===== config.mk =====
export PLATFORM = sky130hd
export DESIGN_NAME = mult_dispatch
export DESIGN_NICKNAME = d
export VERILOG_FILES = /design/src/rtl/mult_dispatch_pkg.sv /design/src/rtl/mult_dispatch_fifo.sv /design/src/rtl/mult_dispatch.sv
export SDC_FILE = /design/constraint.sdc
export NUM_CORES = 1
export LEC_CHECK = 0
export ABC_AREA = 1
export BUFFER_PORTS_ARGS = -buffer_cell sky130_fd_sc_hd__buf_2
export CAP_MARGIN = 20
export CORE_MARGIN = 3
export CORE_UTILIZATION = 25
export CTS_CLUSTER_SIZE = 40
export DETAILED_ROUTE_END_ITERATION = 12
export PLACE_DENSITY_LB_ADDON = 0.08
export SLEW_MARGIN = 20
export SYNTH_ARGS = -nofsm -noshare
export SYNTH_HDL_FRONTEND = slang
export SYNTH_HIERARCHICAL = 1
export SYNTH_SLANG_ARGS = --single-unit

===== constraint.sdc =====
create_clock -name clock -period 5.79 [get_ports clock]
set_clock_uncertainty 0.1 [all_clocks]
set_input_delay 0.8685 -clock clock [delete_from_list [all_inputs] [get_ports clock]]
set_output_delay 0.8685 -clock clock [all_outputs]
set_load 0.05 [all_outputs]

===== src/rtl/mult_dispatch_pkg.sv =====
// Shared types and helpers for the multiplier dispatch block.
package mult_dispatch_pkg;

  typedef enum logic [1:0] {
    IDLE  = 2'd0,
    START = 2'd1,
    BUSY  = 2'd2
  } disp_state_t;

  // Packed width of one FIFO entry: two operands plus the optional tag.
  function automatic int unsigned pair_width(input int unsigned width, input int unsigned tag_w,
                                             input bit tag_en);
    return 2 * width + (tag_en ? tag_w : 0);
  endfunction

endpackage


===== src/rtl/mult_dispatch_fifo.sv =====
// Synchronous operand FIFO; DEPTH must be a power of two so the pointers wrap naturally.
module mult_dispatch_fifo
  import mult_dispatch_pkg::*;
#(
  parameter int unsigned DW    = 32,
  parameter int unsigned DEPTH = 4
) (
  input  logic                     clock,
  input  logic                     reset_n,
  input  logic                     push,
  input  logic                     pop,
  input  logic [DW-1:0]            wdata,
  output logic [DW-1:0]            rdata,
  output logic                     full,
  output logic                     empty,
  output logic [$clog2(DEPTH):0]   count
);

  localparam int unsigned PtrW = $clog2(DEPTH);

  logic [DW-1:0]   mem_q [DEPTH];
  logic [PtrW-1:0] wr_ptr_q, rd_ptr_q;
  logic [PtrW:0]   count_q;
  logic            do_push, do_pop;

  assign full    = (count_q == (PtrW+1)'(DEPTH));
  assign empty   = (count_q == '0);
  assign do_push = push & ~full;
  assign do_pop  = pop & ~empty;
  assign rdata   = mem_q[rd_ptr_q];
  assign count   = count_q;

  always_ff @(posedge clock or negedge reset_n) begin
    if (!reset_n) begin
      wr_ptr_q <= '0;
      rd_ptr_q <= '0;
      count_q  <= '0;
    end else begin
      if (do_push) wr_ptr_q <= wr_ptr_q + 1'b1;
      if (do_pop)  rd_ptr_q <= rd_ptr_q + 1'b1;
      if (do_push && !do_pop)      count_q <= count_q + 1'b1;
      else if (!do_push && do_pop) count_q <= count_q - 1'b1;
    end
  end

  always_ff @(posedge clock) begin
    if (do_push) mem_q[wr_ptr_q] <= wdata;
  end

endmodule


===== src/rtl/mult_dispatch.sv =====
// Issue stage for the sequential multiplier: FIFO -> start/done handshake -> result register.
// Define MULT_DISPATCH_TAG_EN to carry a per-operation tag from in_tag through to res_tag.
module mult_dispatch
  import mult_dispatch_pkg::*;
#(
  parameter int unsigned WIDTH   = 16,
  parameter int unsigned DEPTH   = 4,
  parameter int unsigned TIMEOUT = 255,
  parameter int unsigned TAG_W   = 4
) (
  input  logic                   clock,
  input  logic                   reset_n,
  input  logic                   in_valid,
  output logic                   in_ready,
  input  logic [WIDTH-1:0]       in_mcand,
  input  logic [WIDTH-1:0]       in_mplier,
`ifdef MULT_DISPATCH_TAG_EN
  input  logic [TAG_W-1:0]       in_tag,
  output logic [TAG_W-1:0]       res_tag,
`endif
  output logic                   mult_start,
  output logic [WIDTH-1:0]       mult_mcand,
  output logic [WIDTH-1:0]       mult_mplier,
  input  logic [WIDTH-1:0]       mult_product,
  input  logic                   mult_done,
  output logic                   res_valid,
  input  logic                   res_ready,
  output logic [WIDTH-1:0]       res_product,
  output logic [$clog2(DEPTH):0] fifo_count,
  output logic                   timeout_err
);

`ifdef MULT_DISPATCH_TAG_EN
  localparam bit TagEn = 1'b1;
  typedef struct packed {
    logic [TAG_W-1:0] tag;
    logic [WIDTH-1:0] mcand;
    logic [WIDTH-1:0] mplier;
  } pair_t;
`else
  localparam bit TagEn = 1'b0;
  typedef struct packed {
    logic [WIDTH-1:0] mcand;
    logic [WIDTH-1:0] mplier;
  } pair_t;
`endif

  localparam int unsigned EntryW = pair_width(WIDTH, TAG_W, TagEn);
  localparam int unsigned CntW   = $clog2(TIMEOUT + 1);

  disp_state_t     state_q, state_d;
  pair_t           in_pair, head_pair;
  logic            fifo_full, fifo_empty;
  logic            issue, capture, tmo;
  logic            res_free, done_rise, cnt_hit;
  logic            done_q;
  logic [CntW-1:0] cnt_q;
  logic [WIDTH-1:0] mcand_q, mplier_q, res_product_q;
  logic            res_valid_q, timeout_err_q;

  always_comb begin
    in_pair        = '0;
    in_pair.mcand  = in_mcand;
    in_pair.mplier = in_mplier;
`ifdef MULT_DISPATCH_TAG_EN
    in_pair.tag    = in_tag;
`endif
  end

  mult_dispatch_fifo #(
    .DW    (EntryW),
    .DEPTH (DEPTH)
  ) u_fifo (
    .clock   (clock),
    .reset_n (reset_n),
    .push    (in_valid & in_ready),
    .pop     (issue),
    .wdata   (in_pair),
    .rdata   (head_pair),
    .full    (fifo_full),
    .empty   (fifo_empty),
    .count   (fifo_count)
  );

  // Held low while reset is asserted so every output reads 0 during reset.
  assign in_ready  = ~fifo_full & reset_n;
  assign res_free  = ~res_valid_q | res_ready;
  assign done_rise = mult_done & ~done_q;
  assign cnt_hit   = (cnt_q == CntW'(TIMEOUT - 1));

  always_ff @(posedge clock or negedge reset_n) begin
    if (!reset_n) state_q <= IDLE;
    else          state_q <= state_d;
  end

  always_comb begin
    state_d = state_q;
    unique case (state_q)
      IDLE:  if (!fifo_empty && res_free) state_d = START;
      START: state_d = BUSY;
      BUSY:  if (done_rise || cnt_hit) state_d = IDLE;
      default: state_d = IDLE;
    endcase
  end

  always_comb begin
    issue      = (state_q == IDLE) & ~fifo_empty & res_free;
    mult_start = (state_q == START);
    capture    = (state_q == BUSY) & done_rise;
    tmo        = (state_q == BUSY) & ~done_rise & cnt_hit;
  end

  always_ff @(posedge clock or negedge reset_n) begin
    if (!reset_n) begin
      done_q        <= 1'b0;
      cnt_q         <= '0;
      mcand_q       <= '0;
      mplier_q      <= '0;
      res_valid_q   <= 1'b0;
      res_product_q <= '0;
      timeout_err_q <= 1'b0;
    end else begin
      done_q <= mult_done;
      if (issue) begin
        mcand_q  <= head_pair.mcand;
        mplier_q <= head_pair.mplier;
      end
      if (mult_start)             cnt_q <= '0;
      else if (state_q == BUSY)   cnt_q <= cnt_q + 1'b1;
      if (tmo) timeout_err_q <= 1'b1;
      if (capture) begin
        res_valid_q   <= 1'b1;
        res_product_q <= mult_product;
      end else if (res_valid_q && res_ready) begin
        res_valid_q <= 1'b0;
      end
    end
  end

`ifdef MULT_DISPATCH_TAG_EN
  logic [TAG_W-1:0] op_tag_q, res_tag_q;

  always_ff @(posedge clock or negedge reset_n) begin
    if (!reset_n) begin
      op_tag_q  <= '0;
      res_tag_q <= '0;
    end else begin
      if (issue)   op_tag_q  <= head_pair.tag;
      if (capture) res_tag_q <= op_tag_q;
    end
  end

  assign res_tag = res_tag_q;
`endif

  assign mult_mcand  = mcand_q;
  assign mult_mplier = mplier_q;
  assign res_valid   = res_valid_q;
  assign res_product = res_product_q;
  assign timeout_err = timeout_err_q;

endmodule


* Word level (Yosys, flattened, before mapping) *
Memory sizes are Yosys's and may differ from the RTL's. A register that Yosys moved wholly into a read port is not among the register bits.
Index checks and enable logic that the tools add are counted.

storage, ports and cells
  flip-flop bits (word level) = 36
  bits in latches = 0
  bits in writable memories = 128
  ROM bits = 0
  output and inout port bits = 55
  memories kept = 1

memories
  memory        words  width  read ports  clocked after memory_dff  wr ports  line                      text
  u_fifo.mem_q  4      32     1           1                         1         mult_dispatch_fifo.sv:21  logic [DW-1:0] mem_q [DEPTH];

cells by class
  $add $sub $neg = 5
  multipliers = 0
  divide/modulo/power cells = 0
  order comparisons = 0
  equality and inequality tests = 6
  shifts and indexed selects = 0
  muxes and demuxes = 11
  bitwise gates (word level) = 16
  reduce and logical (&&, ||, !) cells = 15

operators by type and width
  operator               number
  $mux W8                2
  $and A1 B1 Y1          10
  $add A8 B1 Y8 const B  1
  $eq A8 B8 Y1 const B   1
  $mux W3                2
  $pmux W2 S3            1
  $reduce_bool A2 Y1     3
  $not A1 Y1             5
  $add A2 B1 Y2 const B  2
  $logic_and A1 B1 Y1    4
  $logic_not A1 Y1       4
  $mux W1                4
  $mux W2                2
  $ne A2 B2 Y1 const B   2
  $add A3 B1 Y3 const B  1
  $eq A3 B3 Y1 const B   1
  $logic_not A3 Y1       1
  $sub A3 B1 Y3 const B  1
  $eq A2 B1 Y1 const B   1
  $eq A2 B2 Y1 const B   1
  $logic_not A2 Y1       1
  $reduce_and A2 Y1      1
  $logic_or A1 B1 Y1     1
  $or A1 B1 Y1           1

* Longest topological paths before layout *
  depth after elaboration = 9
  gate-level depth with buffers = 16
  gate-level depth less buffers = 15

* By module *
The synthesis kept the hierarchy.

modules (own cells, without submodules)
  module              times used  cells each  area an instance (um^2)  seq. area each (um^2)
  mult_dispatch_fifo  1           435         5572.8                   4018.9
  mult_dispatch       1           253         2538.7                   1526.5

* Least setup slack after synthesis *
OpenSTA, ideal clock, no wires.

  kind = register to register
  start point = register u_fifo.count_q[1] (netlist: u_fifo/count[1])
  end point = memory u_fifo.mem_q[0][0] (enable)
  data arrival time = 2.853 ns
  required time = 5.269 ns
  slack = 2.416 ns
  cell stages (with the launch flop) = 7
  path buffers = 0
  period minus slack after synthesis = 3.374 ns
  cells stage by stage = dfrtp_1 > inv_1 > nand3_1 > inv_1 > nor3b_1 > nand2_1 > nor2_1

on the way
  cells in the longest elaborated chain, start to end = 7

ends and longest elaborated chain
  what                             line                                           text
  start, declared                  mult_dispatch_fifo.sv:23                       logic [PtrW:0] count_q;
  start signal, assigned           mult_dispatch_fifo.sv:41                       if (do_push && !do_pop) count_q <= count_q + 1'b1;
  start signal, assigned           mult_dispatch_fifo.sv:42                       else if (!do_push && do_pop) count_q <= count_q - 1'b1;
  $eq A3 B3 Y1 *                   mult_dispatch_fifo.sv:26                       assign full = (count_q == (PtrW+1)'(DEPTH));
  via fifo_full                    mult_dispatch.sv:53                            logic fifo_full, fifo_empty;
  $not A1 Y1 *                     mult_dispatch_fifo.sv:28, mult_dispatch.sv:86
  $and A1 B1 Y1                    mult_dispatch.sv:86                            assign in_ready = ~fifo_full & reset_n;
  $and A1 B1 Y1                    mult_dispatch.sv:76                            .push (in_valid & in_ready),
  $and A1 B1 Y1 *                  mult_dispatch_fifo.sv:28                       assign do_push = push & ~full;
  $mux W1 *                        mult_dispatch_fifo.sv:47                       if (do_push) mem_q[wr_ptr_q] <= wdata;
  $mux W1 (not written as such) *  mult_dispatch_fifo.sv:47
  end, declared                    mult_dispatch_fifo.sv:21

Mark *: on every way through the listed nets, which the timed path passes. The rest lies on a longest branch.

* Worst setup path after layout *
  start point = register u_fifo.count_q[0] (netlist: u_fifo/count[0])
  end point = register u_fifo.count_q[1] (netlist: u_fifo/count[1])

on the way
  cells in the longest elaborated chain, start to end = 8

ends and longest elaborated chain
  what                                                  line                                            text
  $logic_not A3 Y1 *                                    mult_dispatch_fifo.sv:27                        assign empty = (count_q == '0);
  via fifo_empty                                        mult_dispatch.sv:53
  $not A1 Y1 *                                          mult_dispatch_fifo.sv:29, mult_dispatch.sv:107
  $and A1 B1 Y1 (2 in a row)                            mult_dispatch.sv:107                            issue = (state_q == IDLE) & ~fifo_empty & res_free;
  $and A1 B1 Y1 *                                       mult_dispatch_fifo.sv:29                        assign do_pop = pop & ~empty;
  $logic_not A1 Y1                                      mult_dispatch_fifo.sv:41
  $logic_and A1 B1 Y1                                   mult_dispatch_fifo.sv:41
  $mux W3 / $reduce_bool A2 Y1 (equally long branches)  -

Mark *: on every way through the listed nets, which the timed path passes. The rest lies on a longest branch. The select of a mux whose other input is x is not followed.
A chain may end at the register's enable or synchronous reset.

==> summary.md <==
| Metric | Value |
|---|---|
| Status | `finished clean` |
| Number of global-route vias before repair | `5,231` |
| Initial Utilization | `0.2551` |
| Worst Path Max Fanout | `36` |
| Top post-synthesis cells by count | `nand2_1, edfxtp_1, inv_1` |
| Cts bufs inserted | `17` |
| Die height | `186.1 um` |
| Hold Crit Class | `flop to flop` |
| Ports | `108` |
| Cell taking the most area after synthesis | `edfxtp_1` |
| Max IR drop VDD | `273.7 uV` |
| Share of the synthesized area in the top cell type | `0.4739` |
| Worst-Margin Slew | `0.9312 ns` |
| Highest Clock Rate | `263.9 MHz` |
| Antenna-violating nets left | `0` |
| Most common cell in the synthesized netlist | `nand2_1` |
| Share of cells above drive strength 1 | `0.2146` |
| Lkg Pwr | `0.004316 uW` |
| Later-pin clock latency in the skew report | `0.43 ns` |
| Initial antenna violation count | `2` |
| First-pass GRT wire length | `29.66 mm` |
| Crit. End Element | `flop` |
| Via density | `4.035` |
| Cells after synthesis | `688` |
| Router iterations before antenna repair | `4` |
| Die Wd | `186.1 um` |
| Area taken by multi-input logic gates | `1987 um^2` |
| RSZ-0062 raised after global routing | `no` |
| Post-CTS Hold Buffers | `0` |
| Period utilisation layout | `0.6544` |
| Setup bufs post-CTS | `0` |
| Post-Route WL | `18.82 mm` |
| Pwr/cell area | `547.6 nW/um^2` |
| Post_cts resized | `0` |
| Design Area, Final | `9693 um^2` |
| CTS Buffer Depth | `2` |
| Startpoint types | `flop` |
| Placed inst area | `9135 um^2` |
| Final setup vio count | `0` |
| Post-synth EDFFs | `128` |
| Residual DRC | `0` |
| Sink Count | `196` |
| TritonCTS clock tree | `built` |
| Netlist cell types | `30` |
| CP Data Required Time | `6.00 ns` |
| Mean Syn Cell Area | `11.79 um^2` |
| DIE AREA | `34,640 um^2` |
| Setup TNS | `0 ns` |
| Register Area | `5547 um^2` |
| Place WS | `1.583 ns` |
| Total gr overflow | `0` |
| Aggregate global-route resource usage | `0.1135` |
| Min setup slack post-route | `2.001 ns` |
| Filler cell count in the final layout | `3,215` |
| CTS H-tree lvls | `4` |
| CP Class | `flop to flop` |
| Worst-path clk slew | `0.08 ns` |
| Slew margin rel. | `0.3792` |
| Drt initial violations | `252` |
| Core Rows | `65` |
| Largest cells by area after synthesis | `edfxtp_1, dfrtp_1, nand2_1` |
| Syn Nets | `752` |
| Max-slew violations | `0` |
| Core box area | `31,800 um^2` |
| Final min period | `3.789 ns` |
| Via count | `5,011` |
| Post-synthesis async set-or-reset flop share | `0.3469` |
| Largest net degree at the start of global routing | `81` |
| Maxcap violations | `0` |
| # nets final | `857` |
| Register area share after synthesis | `0.6836` |
| Clk root buf | `clkbuf_16` |
| Ys flop type | `edfxtp_1` |
| DP HPWL | `11.88 mm` |
| Final hold vios | `0` |
| Worst EP arrival | `4.00 ns` |
| I/O Buffers | `107` |
| Synthesized area | `8112 um^2` |
| Synth warnings | `6` |
| P&R area growth vs syn | `19.50%` |
| Placer Congestion | `0.6698` |
| Yosys reg bits | `196` |
| Wirelength per Cell | `15.15 um` |
kinds of logic (layout without fill, tap and decap cells):
logic type | after synthesis | in the layout | synth area share
AO/OA/AOI/OAI | 74 | 74 | 0.06664
XOR/XNOR | 2 | 2 | 0.002160
adder cells (fa/ha/maj) | 11 | 11 | 0.01789
buffers and inverters | 127 | 245 | 0.07512
flip-flops | 196 | 196 | 0.6836
multiplexers | 16 | 16 | 0.02638
other | 0 | 1 | 0
AND/OR/NAND/NOR | 262 | 262 | 0.1282
layout by cell type, fill, tap and decap left out, drive strengths merged:
cell type	netlist	routed
fa	1	1
o211ai	64	64
nand3	12	12
nor3	2	2
xnor2	1	1
o22ai	1	1
diode	0	1
nand2	232	232
dfrtp	68	68
clkbuf	1	19
a21oi	4	4
a31o	1	1
edfxtp	128	128
o21ai	2	2
ha	10	10
clkinv	0	6
buf	27	114
a21boi	2	2
nor3b	1	1
nor2	12	12
inv	99	106
nand4	3	3
mux2	16	16
xor2	1	1
critical path, stage by stage (launching register included):
cell     delay (ns)
dfrtp_1        0.44
inv_1          0.08
nand3_1        0.17
inv_1          0.06
inv_1          0.09
nand3_2        0.69
inv_2          0.91
nand2_1        0.19
ha_1           0.25
inv_1          0.09
fa_1           0.41
nand2_1        0.08
o21ai_0        0.09
per-stage QoR:
stage	hold WS (ns)	util	power, uW	std cells
2_1_floorplan	0.3549	-	3723	688
3_3_place_gp	0.3560	0.2832	4219	1204
3_5_place_dp	0.3606	0.2873	4267	1209
4_1_cts	0.3805	0.3047	5431	1241
5_1_grt	0.3958	0.3047	5718	1241
6_report	0.3740	0.3048	5308	1242
power by group:
part	switching, uW	total (uW)	internal, uW
clock network	555	1130	577
registers	207	2020	1820
logic	1580	2150	577
total	2340	5310	2970
flip-flops by register name, summed over array words and instances (netlist names):
register,cells
cnt_q,8
done_q,1
mult_mcand,16
mult_mplier,16
res_product,16
res_valid,1
state_q,2
timeout_err,1
u_fifo/count,3
u_fifo/mem_q,128
u_fifo/rd_ptr_q,2
u_fifo/wr_ptr_q,2
path summary, 6_finish.rpt:
path / from / end / slack, ns / cells past startpoint
setup reg to reg: u_fifo/count[0] / u_fifo/count[1] / 2.00 / 12
max in group asynchronous: reset_n / u_fifo/rd_ptr_q[1] / 4.35 / 2
min in group asynchronous: reset_n / cnt_q[2] / 0.59 / 2
setup / recovery: u_fifo/count[0] / u_fifo/count[1] / 2.00 / 12
hold / removal: mult_mplier[2] / mult_mplier[2] / 0.37 / 2
hold reg to reg: mult_mplier[2] / mult_mplier[2] / 0.37 / 2
final cells by class:
type                       instances  share of cell area
sequential                       196              0.5722
inverter                          99             0.03860
antenna                            1           0.0002582
timing repair buffer             114             0.07048
clock inverter                    13             0.01162
clock buffer                      19             0.04570
multi-input combinational        365              0.2050
tap                              435             0.05615
per-layer routing:
layer  GRT usage  routed length [um]
met1      0.1482                8915
met2      0.1893                8923
met3     0.02995                 796
met4     0.02860                 177
met5           0                   7
(Power assumes the default switching activity.)
